===== src/rtl/card_dealer.sv =====
// Blackjack shoe dealer: per-rank counters, rejection sampling of an external random rank stream.
// Optional CARD_DEALER_SCAN_FALLBACK_EN: after RETRY_MAX consecutive misses, a linear scan finds a rank.
module card_dealer #(
  parameter int DECKS     = 1,
  parameter int RETRY_MAX = 15
) (
  input  logic       clk,
  input  logic       rst,
  input  logic [3:0] rnd,
  input  logic       deal_req,
  input  logic       shuffle,
  output logic       card_valid,
  output logic [3:0] card_rank,
  output logic [3:0] card_points,
  output logic       busy,
  output logic       deal_err,
  output logic       deck_empty,
  output logic [7:0] cards_left
);

  localparam logic [4:0] PER_RANK = 5'(4 * DECKS);
  localparam logic [7:0] FULL     = 8'(52 * DECKS);

  if (DECKS < 1 || DECKS > 4 || RETRY_MAX < 1 || RETRY_MAX > 255) begin : g_bad_params
    $error("card_dealer: DECKS must be 1..4 and RETRY_MAX 1..255");
  end

`ifdef CARD_DEALER_SCAN_FALLBACK_EN
  typedef enum logic [1:0] {IDLE, SAMPLE, SCAN, DEAL} state_t;
`else
  typedef enum logic [1:0] {IDLE, SAMPLE, DEAL} state_t;
`endif

  state_t     state, state_d;
  logic [4:0] rank_cnt [0:12];
  logic [3:0] samp_q;
  logic       samp_vld;
  logic       samp_hit;
  logic [3:0] pick;
  logic [3:0] deal_rank;
  logic [3:0] last_rank;
  logic [3:0] last_points;
  logic       deal_err_d;

`ifdef CARD_DEALER_SCAN_FALLBACK_EN
  logic [7:0] miss_cnt;
  logic [3:0] scan_rank;
  logic [3:0] scan_start;
  logic       scan_hit;
`endif

  function automatic logic [3:0] points_of(input logic [3:0] r);
    if (r == 4'd1)       points_of = 4'd11;
    else if (r > 4'd10)  points_of = 4'd10;
    else                 points_of = r;
  endfunction

  // samp_q only holds a genuine sample once a full cycle has been spent in SAMPLE
  always_comb begin
    samp_hit = 1'b0;
    if (samp_q >= 4'd1 && samp_q <= 4'd13)
      samp_hit = (rank_cnt[samp_q - 4'd1] != 5'd0);
  end

`ifdef CARD_DEALER_SCAN_FALLBACK_EN
  assign scan_hit   = (rank_cnt[scan_rank - 4'd1] != 5'd0);
  assign scan_start = (samp_q >= 4'd1 && samp_q <= 4'd13) ? samp_q : 4'd1;
`endif

  always_comb begin
    state_d    = state;
    deal_err_d = 1'b0;
    pick       = samp_q;
    case (state)
      IDLE: begin
        if (deal_req) begin
          if (deck_empty) deal_err_d = 1'b1;
          else            state_d    = SAMPLE;
        end
      end
      SAMPLE: begin
        if (samp_vld) begin
          if (samp_hit) begin
            state_d = DEAL;
            pick    = samp_q;
          end
`ifdef CARD_DEALER_SCAN_FALLBACK_EN
          else if (miss_cnt == 8'(RETRY_MAX - 1)) begin
            state_d = SCAN;
          end
`endif
        end
      end
`ifdef CARD_DEALER_SCAN_FALLBACK_EN
      SCAN: begin
        if (scan_hit) begin
          state_d = DEAL;
          pick    = scan_rank;
        end
      end
`endif
      DEAL:    state_d = IDLE;
      default: state_d = IDLE;
    endcase
  end

  // Reset and shuffle both refill the shoe; reset alone also clears the last-card display
  always_ff @(posedge clk) begin
    if (rst || shuffle) begin
      state      <= IDLE;
      samp_vld   <= 1'b0;
      samp_q     <= 4'd0;
      deal_rank  <= 4'd1;
      deal_err   <= 1'b0;
      cards_left <= FULL;
      for (int i = 0; i < 13; i++) rank_cnt[i] <= PER_RANK;
`ifdef CARD_DEALER_SCAN_FALLBACK_EN
      miss_cnt   <= 8'd0;
      scan_rank  <= 4'd1;
`endif
    end else begin
      state    <= state_d;
      deal_err <= deal_err_d;
      samp_vld <= (state == SAMPLE);
      if (state == SAMPLE) samp_q <= rnd;
      if (state_d == DEAL && state != DEAL) deal_rank <= pick;
      if (state == DEAL) begin
        rank_cnt[deal_rank - 4'd1] <= rank_cnt[deal_rank - 4'd1] - 5'd1;
        cards_left                 <= cards_left - 8'd1;
      end
`ifdef CARD_DEALER_SCAN_FALLBACK_EN
      if (state == SAMPLE && samp_vld && !samp_hit) miss_cnt <= miss_cnt + 8'd1;
      else if (state != SAMPLE)                     miss_cnt <= 8'd0;
      if (state == SAMPLE && state_d == SCAN)
        scan_rank <= scan_start;
      else if (state == SCAN && !scan_hit)
        scan_rank <= (scan_rank == 4'd13) ? 4'd1 : scan_rank + 4'd1;
`endif
    end
  end

  always_ff @(posedge clk) begin
    if (rst) begin
      last_rank   <= 4'd1;
      last_points <= 4'd11;
    end else if (state == DEAL) begin
      last_rank   <= deal_rank;
      last_points <= points_of(deal_rank);
    end
  end

  assign card_valid  = (state == DEAL);
  assign card_rank   = card_valid ? deal_rank : last_rank;
  assign card_points = card_valid ? points_of(deal_rank) : last_points;
  assign busy        = (state != IDLE);
  assign deck_empty  = (cards_left == 8'd0);

endmodule

===== config.mk =====
export PLATFORM = sky130hd
export DESIGN_NAME = card_dealer
export DESIGN_NICKNAME = d
export VERILOG_FILES = /design/src/rtl/card_dealer.sv
export SDC_FILE = /design/constraint.sdc
export NUM_CORES = 1
export LEC_CHECK = 0
export CAP_MARGIN = 20
export CORE_MARGIN = 2
export CORE_UTILIZATION = 30
export CTS_BUF_LIST = sky130_fd_sc_hd__clkbuf_4 sky130_fd_sc_hd__clkbuf_8
export DETAILED_ROUTE_END_ITERATION = 16
export SYNTH_ARGS = -nofsm -noshare
export SYNTH_HDL_FRONTEND = slang
export SYNTH_SLANG_ARGS = --single-unit

===== constraint.sdc =====
create_clock -name clk -period 3.57 [get_ports clk]
set_input_delay 0.8925 -clock clk [delete_from_list [all_inputs] [get_ports clk]]
set_output_delay 0.8925 -clock clk [all_outputs]
set_load 0.1 [all_outputs]

==> impl_metrics.env <==
export IMPL_slowest_delay_ns=0.61
export IMPL_synthDistinctLibCells=46
export IMPL_relSlewSlack_pct=36.0
export IMPL_cts_buffers=9
export IMPL_worstPathCellList="inv_1, ha_1, buf_4, mux4_2, mux4_2, inv_2, ha_1, inv_1"
export IMPL_gr_total_overflow=0
export IMPL_ff_latch_area_mm2=0.00296
export IMPL_yosysTopAreaCellShare_pct=45.5
export IMPL_drc_errors=0
export IMPL_grt_pass1_wl_um=19400
export IMPL_antenna_found_initial=0
export IMPL_cp_endpoint="rank_cnt[13][1]$_DFFE_PP_"
export IMPL_finalHoldViolations=0
export IMPL_synth_most_common_cell="edfxtp_1"
export IMPL_cts_hold_buf=0
export IMPL_start_util_pct=30.6
export IMPL_multi_input_area_mm2=0.00214
export IMPL_synth_edf_count=80
export IMPL_cts_max_level=3
export IMPL_crit_type="reg2reg"
export IMPL_yosysTopAreaCell="edfxtp_1"
export IMPL_synth_warnings=0
export IMPL_reg2reg_slack_ns=0.39
export IMPL_fin_area_mm2=0.00607
export IMPL_cts_tree="done"
export IMPL_power_density_mw_per_mm2=385
export IMPL_syn_inst=452
export IMPL_r2r_start="deal_rank[1]$_SDFFE_PP0P_"
export IMPL_fin_skew_ns=0.0103
export IMPL_setup_viol=0
export IMPL_ys_seq_area_share_pct=56.2
export IMPL_path_clk_slew_ns=0.09
export IMPL_power_mw=2.34
export IMPL_avgRoutedWirePerCell_um=17.4
export IMPL_synth_commonest_cells="edfxtp_1, nor2_1, nand2_1"
export IMPL_crit_slowest_cell="ha_1"
export IMPL_async_reset_ff_share_pct=0
export IMPL_core_area_mm2=0.0172
export IMPL_routed_via_density=5.21
export IMPL_vdd_drop_max_v=0.000177
export IMPL_num_rows=48
export IMPL_fmax_mhz=315
export IMPL_vias=3689
export IMPL_crit_fanout=20
export IMPL_cts_resized=0
export IMPL_holdPathStages=2
export IMPL_nets=497
export IMPL_syn_area_per_cell_um2=11.7
export IMPL_worstHoldPathType="reg2reg"
export IMPL_worstReg2RegEnd="rank_cnt[13][1]$_DFFE_PP_"
export IMPL_first_pass_iters=4
export IMPL_tightestPinTransition_ns=0.958
export IMPL_clk_latency_ns=0.38
export IMPL_hpwl_um=8910
export IMPL_totalWireLength_um=12300
export IMPL_cap_violations=0
export IMPL_status="finished, final reports clean"
export IMPL_syn_to_final_growth_pct=15.1
export IMPL_place_area_mm2=0.00585
export IMPL_p_leak_nw=2.20
export IMPL_pin_count=28
export IMPL_synth_seq_cells=108
export IMPL_final_max_slew_viol_count=0
export IMPL_die_w_um=137
export IMPL_start_kind="flip-flop"
export IMPL_grt_usage_pct=13.9
export IMPL_place_gp_congestion=0.874
export IMPL_cts_root_buf="clkbuf_8"
export IMPL_synth_area_mm2=0.00528
export IMPL_yosys_most_used_dff="edfxtp_1"
export IMPL_grt_pass1_vias=3584
export IMPL_cp_required_ns=3.66
export IMPL_arrival_ns=3.27
export IMPL_synth_area_leaders="edfxtp_1, mux4_2, dfxtp_1"
export IMPL_grt_setup_unrepaired="no"
export IMPL_syn_num_nets=471
export IMPL_endpoint_kind="flip-flop"
export IMPL_dieArea_mm2=0.0187
export IMPL_ant_nets=0
export IMPL_worstSetupStartpoint="deal_rank[1]$_SDFFE_PP0P_"
export IMPL_clock_path_buffers=2
export IMPL_min_period_ns=3.18
export IMPL_drt_first_iter_violations=311
export IMPL_final_layout_size_suffix_gt1_share_pct=19.7
export IMPL_grt_max_degree=21
export IMPL_portBuffers=27
export IMPL_fill_cells=1641
export IMPL_reg2reg_depth=8
export IMPL_die_h_um=137
export IMPL_clkSinkCount=108
export IMPL_antenna_cells=0
export IMPL_post_route_period_util_pct=89.0
export IMPL_postCtsSetupBuffers=0
==> layout make-up <==
class / instances / share of cell area (%)
timing repair buffer: 43 / 6.68
tap: 225 / 4.64
sequential: 108 / 48.8
clock buffer: 10 / 2.16
inverter: 18 / 1.11
clock inverter: 6 / 1.42
multi-input combinational: 298 / 35.2
==> routing by layer <==
metal | GRT usage (%) | wire length (µm) | vias up | part of all wire [%]
li1 | - | - | 1690 | -
met1 | 17.9 | 5270 | 1832 | 43
met2 | 23.1 | 5930 | 149 | 48
met3 | 3.59 | 877 | 18 | 7.1
met4 | 4.34 | 230 | 0 | 1.9
met5 | 0 | 0 | - | 0
==> cells by family (layout without fill, tap and decap cells) <==
family,after synthesis,after routing,synth area share (%)
and+or+nand+nor,199,199,17.9
DFF,108,108,56.2
AOI/OAI and AO/OA,47,47,5.67
buffers and inverters,46,77,3.68
muxes,28,28,11.7
xor gates and xnor gates,13,13,2.30
adders and majority gates,11,11,2.61
==> critical path, delay by kind of cell, from the launching register on <==
kind / cells / cell delay, ns
adder cells (fa/ha/maj): 2 / 0.89
flip-flops: 1 / 0.45
buffers and inverters: 4 / 0.66
multiplexers: 2 / 0.90
==> per-stage QoR <==
stage	TNS [ns]	setup WS, ns	util (%)	hold slack, ns	std cells
2_1_floorplan	-0.408	-0.152	-	0.438	452
3_3_place_gp	0	0.478	34.0	0.456	692
3_5_place_dp	0	0.440	34.0	0.481	692
4_1_cts	0	0.433	35.2	0.495	708
5_1_grt	0	0.239	35.2	0.523	708
6_report	0	0.393	35.2	0.486	708
==> state kept, by name, summed over array words and instances (netlist names) <==
| name | cells |
|---|---|
| last_rank | 4 |
| samp_vld | 1 |
| state | 2 |
| deal_rank | 4 |
| cards_left | 8 |
| deal_err | 1 |
| samp_q | 4 |
| rank_cnt | 80 |
| last_points | 4 |
==> placed cells by master (no fill, tap or decap), types with 2 or more instances in the layout <==
master / n
a211oi_1: 3
a21o_1: 3
a21oi_1: 15
a221oi_1: 2
a31oi_2: 2
and3_1: 9
buf_12: 5
buf_4: 30
bufinv_16: 2
clkbuf_8: 9
clkdlybuf4s50_1: 8
dfxtp_1: 28
edfxtp_1: 80
ha_1: 11
inv_1: 14
inv_2: 4
inv_6: 2
mux4_2: 27
nand2_1: 45
nand2b_1: 3
nand3_1: 20
nand4_1: 2
nor2_1: 71
nor2b_1: 8
nor3_1: 11
nor3_2: 2
nor4_1: 6
o211ai_1: 3
o21ai_0: 8
o21ai_1: 2
or2_2: 6
or3_1: 4
or4_1: 8
xnor2_1: 9
xor2_1: 3
==> worst min-delay path by stage <==
stage                                          to                     from  slack [ns]
final                     last_rank[3]$_SDFF_PP0_  last_rank[3]$_SDFF_PP0_        0.49
after global routing      last_rank[3]$_SDFF_PP0_  last_rank[3]$_SDFF_PP0_        0.52
after CTS                 last_rank[3]$_SDFF_PP0_  last_rank[3]$_SDFF_PP0_        0.49
after detailed placement  last_rank[3]$_SDFF_PP0_  last_rank[3]$_SDFF_PP0_        0.48
after global placement    last_rank[3]$_SDFF_PP0_  last_rank[3]$_SDFF_PP0_        0.46
after floorplan           last_rank[3]$_SDFF_PP0_  last_rank[3]$_SDFF_PP0_        0.44
==> power by group <==
| part | total, mW | internal (mW) | switching (mW) |
|---|---|---|---|
| registers | 1.39 | 1.37 | 0.0173 |
| logic | 0.124 | 0.0473 | 0.0766 |
| clock network | 0.828 | 0.405 | 0.423 |
Power figures use the tool's default switching activity.
